File: config.mk
export PLATFORM = sky130hd
export DESIGN_NAME = axi4_lite_slave
export DESIGN_NICKNAME = d
export VERILOG_FILES = /design/src/rtl/axi4_lite_slave.sv
export SDC_FILE = /design/constraint.sdc
export NUM_CORES = 1
export LEC_CHECK = 0
export CAP_MARGIN = 30
export CORE_ASPECT_RATIO = 1.2
export CORE_UTILIZATION = 33
export DETAILED_ROUTE_END_ITERATION = 8
export PLACE_DENSITY = 0.6
export SLEW_MARGIN = 20
export SYNTH_ARGS = -nofsm -noshare
export SYNTH_HDL_FRONTEND = slang
export SYNTH_SLANG_ARGS = --single-unit
File: constraint.sdc
create_clock -name ACLK -period 3.63 [get_ports ACLK]
set_clock_uncertainty 0.1 [all_clocks]
set_input_delay 0.726 -clock ACLK [delete_from_list [all_inputs] [get_ports ACLK]]
set_output_delay 0.726 -clock ACLK [all_outputs]
set_load 0.02 [all_outputs]
File: src/rtl/axi4_lite_slave.sv
// axi4_lite_slave: AXI4-Lite register-file responder; define AXI_SLV_WSTRB_EN to add WSTRB byte-lane writes
module axi4_lite_slave #(
  parameter int ADDR_WIDTH = 32,
  parameter int DATA_WIDTH = 32,
  parameter int NUM_REGS = 16
) (
  input  logic                    ACLK,
  input  logic                    ARESET,
  input  logic [ADDR_WIDTH-1:0]   AWADDR,
  input  logic                    AWVALID,
  output logic                    AWREADY,
  input  logic [DATA_WIDTH-1:0]   WDATA,
`ifdef AXI_SLV_WSTRB_EN
  input  logic [DATA_WIDTH/8-1:0] WSTRB,
`endif
  input  logic                    WVALID,
  output logic                    WREADY,
  output logic [1:0]              BRESP,
  output logic                    BVALID,
  input  logic                    BREADY,
  input  logic [ADDR_WIDTH-1:0]   ARADDR,
  input  logic                    ARVALID,
  output logic                    ARREADY,
  output logic [DATA_WIDTH-1:0]   RDATA,
  output logic [1:0]              RRESP,
  output logic                    RVALID,
  input  logic                    RREADY
);
  localparam int BYTES = DATA_WIDTH / 8;
  localparam int OFF = $clog2(BYTES);
  localparam int IW = $clog2(NUM_REGS);
  localparam logic [ADDR_WIDTH-1:0] LIMIT = ADDR_WIDTH'(NUM_REGS * BYTES);
  typedef enum logic {R_IDLE, R_DATA} r_state_t;
  logic [DATA_WIDTH-1:0] r_regs [NUM_REGS];
  logic                  r_aw_held, r_w_held, r_bvalid;
  logic [ADDR_WIDTH-1:0] r_aw_addr;
  logic [DATA_WIDTH-1:0] r_w_data, r_rdata;
  logic [1:0]            r_bresp, r_rresp;
  r_state_t              r_rstate;
  logic [BYTES-1:0]      w_strb;
  logic [DATA_WIDTH-1:0] w_mask;
  logic                  w_aw_hs, w_w_hs, w_ar_hs, w_commit, w_aw_ok, w_ar_ok;
`ifdef AXI_SLV_WSTRB_EN
  logic [BYTES-1:0]      r_w_strb;
  assign w_strb = r_w_strb;
`else
  assign w_strb = '1;
`endif
  assign w_aw_hs = AWVALID && AWREADY;
  assign w_w_hs = WVALID && WREADY;
  assign w_ar_hs = ARVALID && ARREADY;
  assign w_commit = r_aw_held && r_w_held && !r_bvalid;
  assign w_aw_ok = r_aw_addr < LIMIT;
  assign w_ar_ok = ARADDR < LIMIT;
  assign AWREADY = !ARESET && !r_aw_held;
  assign WREADY = !ARESET && !r_w_held;
  assign ARREADY = !ARESET && r_rstate == R_IDLE;
  assign BVALID = !ARESET && r_bvalid;
  assign BRESP = ARESET ? 2'b00 : r_bresp;
  assign RVALID = !ARESET && r_rstate == R_DATA;
  assign RRESP = ARESET ? 2'b00 : r_rresp;
  assign RDATA = ARESET ? '0 : r_rdata;
  // expand byte strobes into a bit mask for the read-modify-write commit
  always_comb begin
    w_mask = '0;
    for (int i = 0; i < BYTES; i++) w_mask[i*8 +: 8] = {8{w_strb[i]}};
  end
  // write channel: independent AW/W capture, commit once both are held and no response is pending
  always_ff @(posedge ACLK) begin
    if (ARESET) begin
      r_aw_held <= 1'b0;
      r_w_held <= 1'b0;
      r_bvalid <= 1'b0;
      r_bresp <= 2'b00;
      r_aw_addr <= '0;
      r_w_data <= '0;
`ifdef AXI_SLV_WSTRB_EN
      r_w_strb <= '0;
`endif
    end else begin
      if (w_aw_hs) begin
        r_aw_held <= 1'b1;
        r_aw_addr <= AWADDR;
      end
      if (w_w_hs) begin
        r_w_held <= 1'b1;
        r_w_data <= WDATA;
`ifdef AXI_SLV_WSTRB_EN
        r_w_strb <= WSTRB;
`endif
      end
      if (w_commit) begin
        r_aw_held <= 1'b0;
        r_w_held <= 1'b0;
        r_bvalid <= 1'b1;
        r_bresp <= w_aw_ok ? 2'b00 : 2'b10;
      end else if (r_bvalid && BREADY) begin
        r_bvalid <= 1'b0;
      end
    end
  end
  // register file: byte-masked update on an in-range commit
  always_ff @(posedge ACLK) begin
    if (ARESET) begin
      for (int i = 0; i < NUM_REGS; i++) r_regs[i] <= '0;
    end else if (w_commit && w_aw_ok) begin
      r_regs[r_aw_addr[OFF +: IW]] <= (r_regs[r_aw_addr[OFF +: IW]] & ~w_mask) | (r_w_data & w_mask);
    end
  end
  // read channel: load the beat on the AR handshake, hold it until the master takes it
  always_ff @(posedge ACLK) begin
    if (ARESET) begin
      r_rstate <= R_IDLE;
      r_rdata <= '0;
      r_rresp <= 2'b00;
    end else if (w_ar_hs) begin
      r_rstate <= R_DATA;
      r_rdata <= w_ar_ok ? r_regs[ARADDR[OFF +: IW]] : '0;
      r_rresp <= w_ar_ok ? 2'b00 : 2'b10;
    end else if (r_rstate == R_DATA && RREADY) begin
      r_rstate <= R_IDLE;
    end
  end
endmodule

# After elaboration in Yosys (flattened, before gate mapping)
# Memory sizes are Yosys's and may differ from the RTL's.
# Index checks and enable logic that the tools add are counted.
[word_totals]
reg_bits = 104
latch_bits = 0
ramBits = 512
rom_bits = 0
inputBits = 103
output_inout_bits = 41
elab_cells = 52
mem_count = 1
[memory_table]
columns = ["name", "words", "width", "read_ports", "rd_ports_with_merged_regs", "wr", "line_no", "text"]
rows = [
  ["r_regs", 16, 32, 1, 0, 16, "34", "logic [DATA_WIDTH-1:0] r_regs [NUM_REGS];"],
]
[classes]
addsub = 0
multipliers = 0
n_div = 0
magnitude_cmp = 2
eq_ne = 0
shift = 0
muxes = 18
bitwise = 1
n_reduce_logical = 21
[op_table]
columns = ["cell", "count"]
rows = [
  ["32-bit two-way mux", 3],
  ["32-bit by 7-bit < comparator with 1-bit output (second input constant)", 2],
  ["32-bit OR reduction", 1],
  ["1-bit logical AND", 13],
  ["1-bit two-way mux", 10],
  ["2-bit two-way mux", 4],
  ["1-bit logical NOT", 4],
  ["4-bit two-way mux", 1],
  ["2-bit nonzero test", 2],
  ["2-bit OR reduction", 1],
  ["1-bit NOT", 1],
]

# Longest topological paths before layout
# Gate-level depths: netlist (run 1).
[logic_depth]
ltp_word = 8
mapped_depth = 7
mapped_depth_nobuf = 4

# Worst setup path before layout (run 1)
# No wires, ideal clock.
[synth_path]
kind = "input -> register"
startpoint = "in ARESET"
endpoint = "mem r_regs[0][0], enable pin"
setup_ns = 0.391
t_arrival_ns = 2.298
required_time_ns = 3.139
slack_ns = 0.841
cell_stages = 4
path_buffers = 3
cell_sequence = "buf_2 > clkbuf_1 > clkbuf_1 > a31o_1"
[synth_lines]
columns = ["item", "line_no", "text"]
rows = [
  ["start: declaration", "8", "input logic ARESET,"],
  ["end: declaration", "34", ""],
]

==> results.json, run 1 <==
{
  "post_cts_resized": 0,
  "syn2layout_area_growth_pct": 19.8,
  "wl_met2_um": 34100,
  "synth_cells": 1922,
  "rows": 111,
  "overflow": 0,
  "finalWeightedCongestion": 0.751,
  "p_int_mw": 12.6,
  "synth-seq-cells": 612,
  "wl_per_cell_um": 22.6,
  "leakagePower_nw": 10.3,
  "synth_top_family_by_area": "simple AND/OR/NAND/NOR gates",
  "ff2ff_setup_slack_ns": 0.64,
  "path_buf_inv": 1,
  "cts_tree": "built",
  "timing.final.crit_share": 0.824,
  "critPathKind": "reg2reg",
  "drt_iter0_drc": 1503,
  "cts_buffer_depth": 3,
  "stdcell_count": 3076,
  "drc": 0,
  "initial_core_util": 0.335,
  "post-dp-hpwl_um": 38400,
  "root_buffer": "clkbuf_16",
  "drive_gt1_frac": 0.154,
  "synthMuxAreaShare": 0.112,
  "max_slew_margin": 0.441,
  "dr.max_layer_used": "met5",
  "chipWidth_um": 257,
  "synth_adder_area_share": 0,
  "required_ns": 3.81,
  "startpoint_type": "flop",
  "avgSynthCellArea_sq_um": 13.4,
  "synth_compound_area_frac": 0.0486,
  "synth-simple-area-share": 0.133,
  "r2r-end": "r_regs[5][21]",
  "port_buffers": 137,
  "p_seq_frac": 0.494,
  "antenna_found_initial": 3,
  "endpoint_kind": "flop",
  "synth_edf_count": 512,
  "die_area_sq_mm": 0.0791,
  "finalSetupViolCount": 0,
  "cp_slowest_cell": "and4_1",
  "io-pin-count": 144,
  "fillers": 7013,
  "wl_met1_um": 28100,
  "cts_sinks": 612,
  "arrival_ns": 3.17,
  "critical-path-top-delay-family": "simple AND/OR/NAND/NOR gates",
  "synthArstFlopShare": 0,
  "max_stage_delay_ns": 0.56,
  "ys_warn_count": 0,
  "clk_latency_ns": 0.59,
  "maxSlewViolCount": 0,
  "viasPerCell": 5.24,
  "fin_util": 0.402,
  "synth-xor-area-share": 0,
  "r2r-start": "r_aw_addr[6]",
  "grt_pass1_vias": 16300,
  "grt_max_degree": 65,
  "finalInstanceArea_sq_mm": 0.0309,
  "hold_path.startpoint": "r_aw_addr[6]",
  "rsz0062_at_grt": "no",
  "wl_met3_um": 5080,
  "status": "finished clean",
  "antenna_left": 0,
  "layout_setup_ws_ns": 0.638,
  "holdBufCountCts": 0,
  "seqCellArea_sq_mm": 0.0174,
  "finalHoldViolations": 0,
  "vias": 16100,
  "tns_ns": 0,
  "seq_area_frac_synth": 0.675,
  "drtPass1Iterations": 5,
  "ys_types": 33,
  "syn_area_sq_mm": 0.0257,
  "cap_viol_max_count": 0,
  "nets": 2115,
  "post_cts_buffers": 0,
  "grt_pass1_wl_um": 102000,
  "pwr-share-comb": 0.068,
  "n_antenna_cell": 0,
  "hp-class": "reg2reg",
  "crit_start": "r_aw_addr[6]",
  "r2r_cells": 5,
  "crit_chain": "nor4_1 > and4_1 > and2_1 > a31o_2 > buf_12",
  "place_ws_ns": 0.617,
  "hold_depth": 2,
  "cts.clk_slew.worst_paths_ns": 0.06,
  "cp.depth": 5,
  "cts-buffers-inserted": 66,
  "dpl_cell_area_sq_mm": 0.0286,
  "p_sw_mw": 3.49,
  "clock_power_share": 0.438,
  "netSwitchingFraction": 0.217,
  "fin_crit_ns": 2.99,
  "fp.dieH_um": 308,
  "cp_max_fo": 23,
  "multi_input_area_sq_mm": 0.00769,
  "cts_max_level": 3,
  "dpl.cell_count": 2960,
  "powerDensity_mw_per_mm2": 521,
  "coreArea_sq_mm": 0.0768,
  "max_freq_mhz": 334,
  "ir_worst_vdd_mv": 0.291,
  "grt_usage": 0.175,
  "synth_flop_cell": "edfxtp_1",
  "worst_pin_slew_ns": 0.836,
  "drt-total-wl_um": 69400,
  "hold_path_end": "r_aw_addr[6]"
}
==> synth_stat cells, types with 2 or more instances <==
| cell type | count | area, sq um |
|---|---|---|
| nor2_1 | 520 | 1950 |
| edfxtp_1 | 512 | 15400 |
| nand2_1 | 190 | 713 |
| mux4_2 | 128 | 2880 |
| dfxtp_1 | 100 | 2000 |
| clkbuf_1 | 93 | 349 |
| a22oi_1 | 64 | 480 |
| o21ai_1 | 61 | 305 |
| buf_1 | 52 | 195 |
| nor2b_1 | 43 | 269 |
| nand2b_1 | 34 | 213 |
| a22o_1 | 33 | 289 |
| nor4_1 | 13 | 81.3 |
| a31o_1 | 12 | 105 |
| buf_2 | 12 | 60.1 |
| buf_6 | 10 | 113 |
| buf_4 | 8 | 60.1 |
| nand4_2 | 8 | 100 |
| and2_1 | 5 | 31.3 |
| a41o_1 | 4 | 40.0 |
| nor3_1 | 4 | 20.0 |
| and4_1 | 2 | 17.5 |
| inv_1 | 2 | 7.51 |
| nand4_1 | 2 | 12.5 |
| o21a_1 | 2 | 15.0 |
==> sequential cells by signal, summed over array words and instances, names as in the netlist <==
register	flops
r_regs	512
r_bresp	1
r_w_data	32
r_rresp	1
r_bvalid	1
r_rdata	32
r_aw_held	1
r_rstate	1
r_w_held	1
r_aw_addr	30
==> how the worst max path moves through the flow <==
stage,to,slack (ns)
6_report,r_regs[5][21],0.64
5_1_grt,r_regs[5][16],0.47
4_1_cts,r_regs[5][21],0.61
3_5_place_dp,r_regs[5][7],0.62
3_3_place_gp,r_regs[5][13],0.68
2_1_floorplan,r_regs[0][0],0.84
==> layer usage <==
layer | global-route usage | vias up
met3 | 0.0289 | 127
met4 | 0.0662 | 4
li1 | - | 7126
met5 | 0 | -
met2 | 0.299 | 662
met1 | 0.223 | 8188
==> kinds of logic (layout without fill, tap and decap cells) <==
| logic type | after synthesis | count (layout) |
|---|---|---|
| AND/OR/NAND/NOR | 824 | 824 |
| flip-flops | 612 | 612 |
| AO/OA/AOI/OAI | 178 | 178 |
| buffers and inverters | 178 | 314 |
| multiplexers | 129 | 129 |
| other | 1 | 2 |
==> power by group through the flow <==
stage	logic [mW]	registers, mW	clock network [mW]
final	1.09	7.93	7.04
after global routing	1.17	7.95	7.43
after CTS	1.10	7.93	7.16
after detailed placement	1.10	8.08	0
after global placement	1.09	8.06	0
after floorplan	0.652	8.03	0
==> cell type report <==
cell class,count,share of cell area
clock inverter,34,0.0141
timing repair buffer,196,0.0725
tap,1017,0.0412
multi-input combinational,1133,0.249
inverter,3,0.000365
sequential,612,0.563
clock buffer,81,0.0591
==> placed cells by master (no fill, tap or decap), types with 3 or more instances in the layout <==
cell / n
a31o_2: 12
clkbuf_16: 71
nand2b_1: 34
nor2_1: 518
clkdlybuf4s50_1: 134
nor3_1: 4
bufinv_16: 10
inv_6: 5
edfxtp_1: 512
a22o_1: 33
o21ai_1: 61
clkbuf_1: 9
nand4_4: 8
buf_4: 26
mux4_2: 128
buf_12: 34
nand2_1: 190
clkinv_1: 11
and2_1: 3
nor4_1: 13
nor2b_1: 41
a22oi_1: 64
a41o_2: 4
clkinv_2: 5
dfxtp_1: 99
==> per-stage QoR <==
step / total power, mW / hold slack (ns)
finish: 16.1 / 0.348
CTS: 16.2 / 0.351
detailed placement: 9.18 / 0.341
global placement: 9.15 / 0.340
global route: 16.5 / 0.368
floorplan: 8.69 / 0.328
==> worst register-to-register path: cells and delay by family, from the launching register on <==
family / cells / cell delay (ns)
AND/OR/NAND/NOR: 3 / 1.43
AO/OA/AOI/OAI: 1 / 0.53
flip-flops: 1 / 0.31
buffers and inverters: 1 / 0.27
Power figures use the tool's default switching activity.
==> run 2: changes to the inputs <==
PLACE_DENSITY = 0.62   (was 0.6)
clock period = 2.4 ns   (was 3.63 ns; I/O delays follow)
==> results.json, run 2 (synthesis results as in run 1) <==
{
  "hold_path_end": "r_w_data[7]",
  "io-pin-count": 144,
  "place_ws_ns": -0.129,
  "leakagePower_nw": 10.8,
  "drc": 0,
  "largest_reg_flops": 512,
  "grt_pass1_vias": 16900,
  "cts.clk_slew.worst_paths_ns": 0.06,
  "finalSetupViolCount": 0,
  "largest_register": "r_regs",
  "required_ns": 2.77,
  "die_area_sq_mm": 0.0791,
  "layout_common_cells": "nor2_1 (518), edfxtp_1 (512), nand2_1 (190)",
  "maxSlewViolCount": 0,
  "nets": 2148,
  "r2r-end": "r_regs[9][17]",
  "p_int_mw": 18.0,
  "grt_max_degree": 58,
  "drt-total-wl_um": 72400,
  "arrival_ns": 2.70,
  "cts_tree": "built",
  "p_seq_frac": 0.517,
  "path_buf_inv": 2,
  "timing.final.crit_share": 0.970,
  "drt_iter0_drc": 1484,
  "cp_max_fo": 14,
  "antenna_found_initial": 0,
  "syn2layout_area_growth_pct": 21.1,
  "finalWeightedCongestion": 0.769,
  "initial_core_util": 0.335,
  "max_freq_mhz": 430,
  "p_sw_mw": 5.21,
  "worst_hold_slack_ns": 0.281,
  "hp-class": "in2reg",
  "critPathKind": "reg2reg",
  "hold_path.startpoint": "WDATA[7]",
  "max_slew_margin": 0.535,
  "netSwitchingFraction": 0.225,
  "fillers": 6958,
  "cap_viol_max_count": 0,
  "clock_power_share": 0.408,
  "layout_setup_ws_ns": 0.0723,
  "grt_usage": 0.183,
  "n_antenna_cell": 0,
  "grt_pass1_wl_um": 107000,
  "endpoint_kind": "flop",
  "clk_latency_ns": 0.64,
  "fp.dieH_um": 308,
  "layout_commonest_cell": "nor2_1",
  "ff2ff_setup_slack_ns": 0.07,
  "rsz0062_at_grt": "no",
  "worst_pin_slew_ns": 0.696,
  "root_buffer": "clkbuf_16",
  "max_stage_delay_ns": 0.37,
  "post-dp-hpwl_um": 42300,
  "vias": 16300,
  "fin_crit_ns": 2.33,
  "port_buffers": 137,
  "r2r_cells": 6,
  "status": "finished clean",
  "finalHoldViolations": 0,
  "rows": 111,
  "chipWidth_um": 257,
  "tns_ns": 0,
  "pwr-share-comb": 0.075,
  "startpoint_type": "flop",
  "drtPass1Iterations": 5,
  "cts_sinks": 612,
  "crit_chain": "nor4_1 > and4_1 > buf_12 > nand4_4 > buf_4 > nor2_1",
  "drive_gt1_frac": 0.169,
  "cts_buffer_depth": 3,
  "ir_worst_vdd_mv": 0.566,
  "cts_max_level": 2,
  "largestRegisters": "r_regs x512, r_rdata x32, r_w_data x32",
  "overflow": 0,
  "powerDensity_mw_per_mm2": 744,
  "cts-buffers-inserted": 60,
  "coreArea_sq_mm": 0.0768,
  "wl_per_cell_um": 23.3,
  "hold_depth": 3,
  "fin_util": 0.406,
  "r2r-start": "r_aw_addr[31]",
  "critical-path-top-delay-family": "simple AND/OR/NAND/NOR gates",
  "cp_slowest_cell": "and4_1",
  "total_power_mw": 23.2,
  "viasPerCell": 5.24,
  "antenna_left": 0
}
-- run 2: power groups by stage --
stage,clock network [mW],registers [mW],logic [mW]
final,9.45,12.0,1.74
after global routing,9.97,12.0,1.85
after CTS,9.59,12.0,1.75
after detailed placement,0,12.2,1.74
after global placement,0,12.2,1.73
after floorplan,0,12.1,0.988
-- run 2: worst max-delay path by stage --
stage | slack (ns) | endpoint | startpoint | cells past startpoint
after global placement | -0.12 | RDATA[18] | ARESET | 4
after global routing | 0.0002 | RDATA[4] | r_rdata[4] | 2
after detailed placement | -0.13 | RDATA[20] | ARESET | 4
after floorplan | -0.26 | r_regs[14][0] | r_aw_addr[25] | 7
final | 0.07 | r_regs[9][17] | r_aw_addr[31] | 6
after CTS | 0.008 | RDATA[0] | r_rdata[0] | 2
-- run 2: layout make-up --
cell class,instances,area (sq um),area share
flip-flops and latches,612,17400,0.558
multi-input cells,1133,7700,0.247
repair buffers,235,2830,0.0906
clock buffers,90,1710,0.0550
well taps,1017,1270,0.0408
clock inverters,24,268,0.00859
inverters,3,11.3,0.000361
-- run 2: per-layer routing --
metal | global-route usage | share of wire | vias to the layer above
met1 | 0.225 | 0.38 | 8324
met4 | 0.0568 | 0.028 | 0
met2 | 0.325 | 0.51 | 689
li1 | - | - | 7179
met5 | 0 | 0 | -
met3 | 0.0308 | 0.076 | 129
-- run 2: metrics by stage --
| stage | std cells | area [sq um] |
|---|---|---|
| detailed placement | 2998 | 29200 |
| CTS | 3114 | 31100 |
| finish | 3114 | 31200 |
| floorplan | 1923 | 25800 |
| global placement | 2998 | 29200 |
| global route | 3114 | 31200 |
-- run 2: timing repair --
| action | 4_1_cts | 5_1_grt |
|---|---|---|
| endpoints found under the hold margin | 0 | 0 |
| pin swaps | 1 | 0 |
| hold buffers | 0 | 0 |
| resized for setup | 28 | 11 |
| cloned | 0 | 0 |
| buffers inserted | 2 | 0 |
| endpoints found under the setup margin | 74 | 11 |
-- run 2: worst min-delay path, stage by stage --
cell and delay [ns]:
clkdlybuf4s50_1 0.40, nand2_1 0.05, o21ai_1 0.05
==> run 3: changes to the inputs <==
ABC_AREA = 0   (was unset)
==> results of run 3 <==
Final layout, timing and power as in run 2 (identical DEF).
